===== src/rtl/nzcv_flag_unit_pkg.sv =====
// flag_pkg: shared types for the NZCV flag producer.
//   alu_op_t  - execute-stage op class (ADD/SUB/RSB/LOGIC)
//   flags_t   - committed status flags {n,z,c,v}; gains a leading sticky q
//               bit when FLAG_STICKY_Q_EN is defined
//   FLAGS_RST - flag register / reset value
// Build option: FLAG_STICKY_Q_EN (sticky overflow flag Q).
package flag_pkg;

    typedef enum logic [1:0] {
        ALU_ADD   = 2'd0,
        ALU_SUB   = 2'd1,
        ALU_RSB   = 2'd2,
        ALU_LOGIC = 2'd3
    } alu_op_t;

    typedef struct packed {
`ifdef FLAG_STICKY_Q_EN
        logic q;
`endif
        logic n;
        logic z;
        logic c;
        logic v;
    } flags_t;

    localparam flags_t FLAGS_RST = '0;

endpackage


===== src/rtl/nzcv_flag_unit_if.sv =====
// nzcv_flag_unit_if: execute-stage update, stack control and flag outputs.
//   master - drives the update/stack requests, observes flags and stack status
//   slave  - the flag unit
//   inputs to the unit : upd_valid, set_flags, cond_pass, alu_op, op_a, op_b,
//                        result, shifter_carry, push, pop (+ clr_q)
//   outputs of the unit: N, Z, C, V, stack_full, stack_empty, stack_err (+ Q)
// Build option: FLAG_STICKY_Q_EN adds clr_q and Q.
interface nzcv_flag_unit_if
    import flag_pkg::*;
#(
    parameter int W = 32
);
    logic         upd_valid;
    logic         set_flags;
    logic         cond_pass;
    alu_op_t      alu_op;
    logic [W-1:0] op_a;
    logic [W-1:0] op_b;
    logic [W-1:0] result;
    logic         shifter_carry;
    logic         push;
    logic         pop;
    logic         N;
    logic         Z;
    logic         C;
    logic         V;
    logic         stack_full;
    logic         stack_empty;
    logic         stack_err;
`ifdef FLAG_STICKY_Q_EN
    logic         clr_q;
    logic         Q;
`endif

    modport master (
        output upd_valid, set_flags, cond_pass, alu_op, op_a, op_b, result,
               shifter_carry, push, pop,
        input  N, Z, C, V, stack_full, stack_empty, stack_err
`ifdef FLAG_STICKY_Q_EN
        , output clr_q
        , input  Q
`endif
    );

    modport slave (
        input  upd_valid, set_flags, cond_pass, alu_op, op_a, op_b, result,
               shifter_carry, push, pop,
        output N, Z, C, V, stack_full, stack_empty, stack_err
`ifdef FLAG_STICKY_Q_EN
        , input  clr_q
        , output Q
`endif
    );

endinterface


===== src/rtl/nzcv_flag_unit_calc.sv =====
// nzcv_calc: combinational next-flag computation.
//   in : op_a, op_b, result (W bits), alu_op, shifter_carry, v_prev
//   out: n, z, c, v (+ arith_v = V of an arithmetic op, for sticky Q)
// The supplied ALU result is trusted; nothing is recomputed except carry.
// Build option: FLAG_STICKY_Q_EN adds arith_v.
module nzcv_calc
    import flag_pkg::*;
#(
    parameter int W = 32
) (
    input  logic [W-1:0] op_a,
    input  logic [W-1:0] op_b,
    input  logic [W-1:0] result,
    input  alu_op_t      alu_op,
    input  logic         shifter_carry,
    input  logic         v_prev,
`ifdef FLAG_STICKY_Q_EN
    output logic         arith_v,
`endif
    output logic         n,
    output logic         z,
    output logic         c,
    output logic         v
);
    logic sa, sb, sr;
    logic add_c;

    assign sa = op_a[W-1];
    assign sb = op_b[W-1];
    assign sr = result[W-1];

    // a + b carries out of W bits exactly when a > (2^W-1-b) = ~b.
    assign add_c = (op_a > ~op_b);

    always_comb begin
        n = sr;
        z = (result == '0);
        c = shifter_carry;
        v = v_prev;
        unique case (alu_op)
            ALU_ADD: begin
                c = add_c;
                v = (sa == sb) & (sr != sa);
            end
            ALU_SUB: begin
                c = (op_a >= op_b);
                v = (sa != sb) & (sr != sa);
            end
            ALU_RSB: begin
                c = (op_b >= op_a);
                v = (sb != sa) & (sr != sb);
            end
            default: begin
                c = shifter_carry;
                v = v_prev;
            end
        endcase
    end

`ifdef FLAG_STICKY_Q_EN
    assign arith_v = (alu_op != ALU_LOGIC) & v;
`endif

endmodule


===== src/rtl/nzcv_flag_unit.sv =====
// nzcv_flag_unit: NZCV status register with a LIFO shadow stack.
//   clk, rst_n - clock, synchronous active-low reset
//   bus        - nzcv_flag_unit_if.slave (update request, push/pop, flags,
//                stack_full/stack_empty/stack_err)
// Flags commit one cycle after upd_valid & set_flags & cond_pass. A pop
// restores the top stack entry and overrides a same-cycle update; a push
// saves the pre-update flags. Conflicts, overflow and underflow are ignored
// and reported as a one-cycle stack_err pulse.
// Build option: FLAG_STICKY_Q_EN adds sticky overflow Q and clr_q.
module nzcv_flag_unit
    import flag_pkg::*;
#(
    parameter int W     = 32,
    parameter int DEPTH = 4
) (
    input logic             clk,
    input logic             rst_n,
    nzcv_flag_unit_if.slave bus
);
    localparam int AW = $clog2(DEPTH);
    localparam int CW = AW + 1;

    flags_t          flags, flags_nxt;
    flags_t          stk [DEPTH];
    logic [CW-1:0]   cnt, cnt_nxt, cnt_m1;
    logic            err, err_nxt;
    logic            full, empty, upd, do_push, do_pop;
    logic            c_n, c_z, c_c, c_v;
`ifdef FLAG_STICKY_Q_EN
    logic            c_av;
`endif

    nzcv_calc #(.W(W)) u_calc (
        .op_a          (bus.op_a),
        .op_b          (bus.op_b),
        .result        (bus.result),
        .alu_op        (bus.alu_op),
        .shifter_carry (bus.shifter_carry),
        .v_prev        (flags.v),
`ifdef FLAG_STICKY_Q_EN
        .arith_v       (c_av),
`endif
        .n             (c_n),
        .z             (c_z),
        .c             (c_c),
        .v             (c_v)
    );

    assign full    = (cnt == CW'(DEPTH));
    assign empty   = (cnt == '0);
    assign cnt_m1  = cnt - CW'(1);
    assign upd     = bus.upd_valid & bus.set_flags & bus.cond_pass;
    assign do_push = bus.push & ~bus.pop & ~full;
    assign do_pop  = bus.pop & ~bus.push & ~empty;
    assign err_nxt = (bus.push & bus.pop) | (bus.push & ~bus.pop & full) |
                     (bus.pop & ~bus.push & empty);

    always_comb begin
        flags_nxt = flags;
        if (do_pop) begin
            flags_nxt = stk[cnt_m1[AW-1:0]];
        end else if (upd) begin
            flags_nxt.n = c_n;
            flags_nxt.z = c_z;
            flags_nxt.c = c_c;
            flags_nxt.v = c_v;
`ifdef FLAG_STICKY_Q_EN
            if (c_av) flags_nxt.q = 1'b1;
`endif
        end
`ifdef FLAG_STICKY_Q_EN
        if (bus.clr_q) flags_nxt.q = 1'b0;
`endif
    end

    always_comb begin
        cnt_nxt = cnt;
        if (do_push)     cnt_nxt = cnt + CW'(1);
        else if (do_pop) cnt_nxt = cnt_m1;
    end

    always_ff @(posedge clk) begin
        if (!rst_n) begin
            flags <= FLAGS_RST;
            cnt   <= '0;
            err   <= 1'b0;
        end else begin
            flags <= flags_nxt;
            cnt   <= cnt_nxt;
            err   <= err_nxt;
        end
    end

    // Stack storage needs no reset; only the count defines valid entries.
    always_ff @(posedge clk) begin
        if (rst_n && do_push) stk[cnt[AW-1:0]] <= flags;
    end

    assign bus.N           = flags.n;
    assign bus.Z           = flags.z;
    assign bus.C           = flags.c;
    assign bus.V           = flags.v;
    assign bus.stack_full  = full;
    assign bus.stack_empty = empty;
    assign bus.stack_err   = err;
`ifdef FLAG_STICKY_Q_EN
    assign bus.Q           = flags.q;
`endif

endmodule


===== src/flat_wrapper.sv =====
// flat-port wrapper written by rule: the top's interface ports become plain ports
module nzcv_flag_unit_flat import flag_pkg::*;
#(
    parameter int W     = 32,
    parameter int DEPTH = 4
)
  (clk, rst_n, bus_upd_valid, bus_set_flags, bus_cond_pass, bus_alu_op, bus_op_a, bus_op_b, bus_result, bus_shifter_carry, bus_push, bus_pop, bus_N, bus_Z, bus_C, bus_V, bus_stack_full, bus_stack_empty, bus_stack_err);
  nzcv_flag_unit_if #(.W(W)) bus_i ();
  input logic clk;
  input logic rst_n;
  input wire logic [$bits(bus_i.upd_valid)-1:0] bus_upd_valid;
  input wire logic [$bits(bus_i.set_flags)-1:0] bus_set_flags;
  input wire logic [$bits(bus_i.cond_pass)-1:0] bus_cond_pass;
  input wire logic [$bits(bus_i.alu_op)-1:0] bus_alu_op;
  input wire logic [$bits(bus_i.op_a)-1:0] bus_op_a;
  input wire logic [$bits(bus_i.op_b)-1:0] bus_op_b;
  input wire logic [$bits(bus_i.result)-1:0] bus_result;
  input wire logic [$bits(bus_i.shifter_carry)-1:0] bus_shifter_carry;
  input wire logic [$bits(bus_i.push)-1:0] bus_push;
  input wire logic [$bits(bus_i.pop)-1:0] bus_pop;
  output wire logic [$bits(bus_i.N)-1:0] bus_N;
  output wire logic [$bits(bus_i.Z)-1:0] bus_Z;
  output wire logic [$bits(bus_i.C)-1:0] bus_C;
  output wire logic [$bits(bus_i.V)-1:0] bus_V;
  output wire logic [$bits(bus_i.stack_full)-1:0] bus_stack_full;
  output wire logic [$bits(bus_i.stack_empty)-1:0] bus_stack_empty;
  output wire logic [$bits(bus_i.stack_err)-1:0] bus_stack_err;
  assign bus_i.upd_valid = bus_upd_valid;
  assign bus_i.set_flags = bus_set_flags;
  assign bus_i.cond_pass = bus_cond_pass;
  assign bus_i.alu_op = bus_alu_op;
  assign bus_i.op_a = bus_op_a;
  assign bus_i.op_b = bus_op_b;
  assign bus_i.result = bus_result;
  assign bus_i.shifter_carry = bus_shifter_carry;
  assign bus_i.push = bus_push;
  assign bus_i.pop = bus_pop;
  assign bus_N = bus_i.N;
  assign bus_Z = bus_i.Z;
  assign bus_C = bus_i.C;
  assign bus_V = bus_i.V;
  assign bus_stack_full = bus_i.stack_full;
  assign bus_stack_empty = bus_i.stack_empty;
  assign bus_stack_err = bus_i.stack_err;
  nzcv_flag_unit #(.W(W), .DEPTH(DEPTH)) u_core (.clk(clk), .rst_n(rst_n), .bus(bus_i));
endmodule

===== config.mk =====
export PLATFORM = sky130hd
export DESIGN_NAME = nzcv_flag_unit_flat
export DESIGN_NICKNAME = d
export VERILOG_FILES = /design/src/rtl/nzcv_flag_unit_pkg.sv /design/src/rtl/nzcv_flag_unit_if.sv /design/src/rtl/nzcv_flag_unit_calc.sv /design/src/rtl/nzcv_flag_unit.sv /design/src/flat_wrapper.sv
export SDC_FILE = /design/constraint.sdc
export NUM_CORES = 1
export LEC_CHECK = 0
export ABC_AREA = 1
export BUFFER_PORTS_ARGS = -buffer_cell sky130_fd_sc_hd__buf_2
export CORE_AREA = 5 5 79 81
export DETAILED_ROUTE_END_ITERATION = 6
export DIE_AREA = 0 0 84 86
export PLACE_DENSITY = 0.95
export SLEW_MARGIN = 20
export SYNTH_ARGS = -nofsm -noshare
export SYNTH_HDL_FRONTEND = slang
export SYNTH_SLANG_ARGS = --single-unit

===== constraint.sdc =====
create_clock -name clk -period 6.9 [get_ports clk]
set_clock_uncertainty 0.15 [all_clocks]
set_input_delay 0.345 -clock clk [delete_from_list [all_inputs] [get_ports clk]]
set_output_delay 0.345 -clock clk [all_outputs]
set_load 0.005 [all_outputs]

==> flow_metrics.env <==
export IMPL_hold_end="u_core.bus.stack_err"
export IMPL_yosysTopAreaCell="ha_1"
export IMPL_multi_input_area_sq_mm=0.001937
export IMPL_sequentialPowerShare=0.371
export IMPL_swShare=0.3855
export IMPL_ir_worst_vdd_v=0.0001131
export IMPL_r2r_cells=6
export IMPL_gp_congestion=0.9377
export IMPL_intPower_mw=0.3049
export IMPL_fmax_mhz=337.1
export IMPL_yosys_top_cells_area="ha_1 (31%), edfxtp_1 (17%), inv_1 (9.7%)"
export IMPL_fin_tns_setup_ns=0
export IMPL_drtIter0Drc=232
export IMPL_area_growth_pct=24.08
export IMPL_grt_max_degree=14
export IMPL_finalWirelength_um=7412
export IMPL_start_util=0.5306
export IMPL_r2r_slack_ns=3.93
export IMPL_nFillCells=441
export IMPL_rr_startpoint="u_core.cnt[0]"
export IMPL_min_period_over_period=0.4299
export IMPL_htree_levels=1
export IMPL_cpMaxStageDelayCell="dfxtp_1"
export IMPL_hp_start="bus_push"
export IMPL_clock_path_buffers=2
export IMPL_grt_pass1_vias=3001
export IMPL_grt_ovfl_total=0
export IMPL_die_area_sq_mm=0.007224
export IMPL_synth_cell_types=35
export IMPL_crit_path_end_kind="flip-flop"
export IMPL_syn_area_per_cell_sq_um=7.372
export IMPL_startpoint="u_core.cnt[0]"
export IMPL_required_ns=6.69
export IMPL_pwr_share_clk=0.167
export IMPL_die_x_um=84
export IMPL_critical_path_class="flip-flop to flip-flop"
export IMPL_worstSetupStartpointType="flip-flop"
export IMPL_worstSkewPairLatency_ns=0.27
export IMPL_post_cts_resized=0
export IMPL_slew_headroom=0.6972
export IMPL_pwr_share_comb=0.462
export IMPL_total_power_mw=0.4962
export IMPL_ys_warn_count=0
export IMPL_p_leak_nw=1.990
export IMPL_min_period_ns=2.967
export IMPL_seq_area_frac_synth=0.2234
export IMPL_postSynthNetCount=565
export IMPL_hold_path_depth=3
export IMPL_insertedDiodeCount=0
export IMPL_dr_pass1_iters=4
export IMPL_synthCells=389
export IMPL_setup_violations=0
export IMPL_hold_path_class="primary input to flip-flop"
export IMPL_cp_common_cell="ha_1"
export IMPL_dpl_instance_area_sq_mm=0.003513
export IMPL_syn_area_sq_mm=0.002868
export IMPL_ant_nets=0
export IMPL_seq_area_sq_um=640.6
export IMPL_grt_usage=0.2081
export IMPL_critical_path_max_stage_delay_ns=0.58
export IMPL_rsz0062_at_grt="false"
export IMPL_routedWlPerCell_um=12.87
export IMPL_dp_final_hpwl_um=6542
export IMPL_root_buffer="clkbuf_8"
export IMPL_grt_first_pass_wirelength_um=12680
export IMPL_ys_ff_latch=24
export IMPL_postLayoutCellArea_sq_mm=0.003558
export IMPL_cts_sinks=24
export IMPL_antenna_found_initial=0
export IMPL_fp_dieH_um=86
export IMPL_cts_hold_buf=0
export IMPL_p_per_area_mw_per_mm2=139.4
export IMPL_drv_slew=0
export IMPL_fp_row_count=27
export IMPL_drive_above_1_share=0.2440
export IMPL_cp_arrival_ns=2.76
export IMPL_path_cells="clkinv_1, ha_1, ha_1, nor3_1, nand2_1, nor2_1"
export IMPL_vias_per_cell=5.167
export IMPL_portBuffers=112
export IMPL_cts_buffers_inserted=3
export IMPL_io_pins=113
export IMPL_clk_pin_slew_worst_paths_ns=0.08
export IMPL_worst_pin_slew_ns=0.4507
export IMPL_post_cts_setup_buffers=0
export IMPL_synth_top_area_frac=0.3054
export IMPL_vias=2976
export IMPL_drc=0
export IMPL_p_sw_mw=0.1913
export IMPL_cts_tree="yes"
export IMPL_critPathMaxFanout=13
export IMPL_reg2reg_to="u_core.stk[1][2]"
export IMPL_coreArea_sq_mm=0.005405
export IMPL_finalNetCount=681
export IMPL_max_cap_violations=0
export IMPL_status="finished clean"
export IMPL_hold_viol=0
==> synth_stat cells (all sizes together) <==
master / n
and3: 2
nor2: 34
ha: 70
dfxtp: 8
and2: 1
a311oi: 1
nor3b: 1
edfxtp: 16
xor2: 3
a21oi: 42
clkinv: 1
or2: 2
buf: 1
o21a: 2
inv: 75
nand2: 69
nand4: 3
nand3b: 2
nor3: 7
a221o: 1
o22ai: 1
a221oi: 1
nor4: 9
a31oi: 3
o21ai: 20
nand3: 9
a41oi: 1
o21bai: 4
==> layer usage <==
metal	vias to the layer above	track usage	routed length [um]
li1	1507	-	-
met1	1324	0.2472	3090
met2	122	0.3767	3529
met3	23	0.03939	583
met4	0	0.07018	208
met5	-	0	0
==> flip-flops by register name (all words and copies together), names as in the netlist <==
name                  flops
u_core.bus.C              1
u_core.stk               16
u_core.bus.V              1
u_core.bus.N              1
u_core.cnt                3
u_core.bus.Z              1
u_core.bus.stack_err      1
==> worst max-delay path, delay by kind of cell, from the launching register on <==
family | cells | cell delay [ns]
fa+ha+maj | 2 | 0.56
buf+inv | 1 | 0.35
flops | 1 | 0.58
simple gates | 3 | 0.99
==> through the flow <==
step,hold WS [ns],worst slack (ns),util,cells
2_1_floorplan,0.3218,4.649,-,389
6_report,0.1761,3.933,0.6583,576
5_1_grt,0.2133,3.716,0.6583,576
4_1_cts,0.1820,3.978,0.6583,576
3_3_place_gp,0.3567,4.218,0.6500,572
3_5_place_dp,0.3710,4.028,0.6500,572
==> worst max-delay path by stage <==
stage | to | slack [ns] | depth (start not counted)
2_1_floorplan | u_core.stk[0][0] | 4.65 | 6
3_3_place_gp | u_core.stk[2][0] | 4.22 | 6
3_5_place_dp | u_core.stk[1][2] | 4.03 | 6
4_1_cts | u_core.stk[1][2] | 3.98 | 6
5_1_grt | u_core.stk[1][2] | 3.72 | 6
6_report | u_core.stk[1][2] | 3.93 | 6
==> cells in the final DEF, fill, tap and decap left out, types with 3 or more instances in the layout <==
cell type	instances
clkbuf_8	3
nand2_1	68
o21bai_1	4
buf_2	112
nor4_1	9
inv_1	74
xor2_1	3
nand3_1	8
nor2_1	33
ha_1	70
nor3_1	6
o21ai_0	20
a21oi_1	40
dfxtp_1	8
nand4_1	3
edfxtp_1	16
a31oi_1	3
==> final cells by class <==
class	count	area share
flip-flops and latches	24	0.1800
clock inverters	1	0.001055
inverters	76	0.08017
multi-input cells	288	0.5443
well taps	72	0.02532
repair buffers	112	0.1575
clock buffers	3	0.01160
==> logic make-up (layout without fill, tap and decap cells) <==
| logic type | count (synthesis) | count (layout) | share of synthesized area |
|---|---|---|---|
| AOI/OAI and AO/OA | 76 | 76 | 0.1479 |
| adders and majority gates | 70 | 70 | 0.3054 |
| xor gates and xnor gates | 3 | 3 | 0.009164 |
| and+or+nand+nor | 139 | 139 | 0.2129 |
| DFF | 24 | 24 | 0.2234 |
| buffers and inverters | 77 | 192 | 0.1012 |
==> power groups by stage <==
stage | clock, mW | combinational [mW] | sequential (mW)
after floorplan | 0 | 0.147 | 0.180
after global placement | 0 | 0.214 | 0.186
after detailed placement | 0 | 0.226 | 0.187
after CTS | 0.0833 | 0.228 | 0.184
after global routing | 0.0896 | 0.266 | 0.186
final | 0.0830 | 0.229 | 0.184
(Power assumes the default switching activity.)
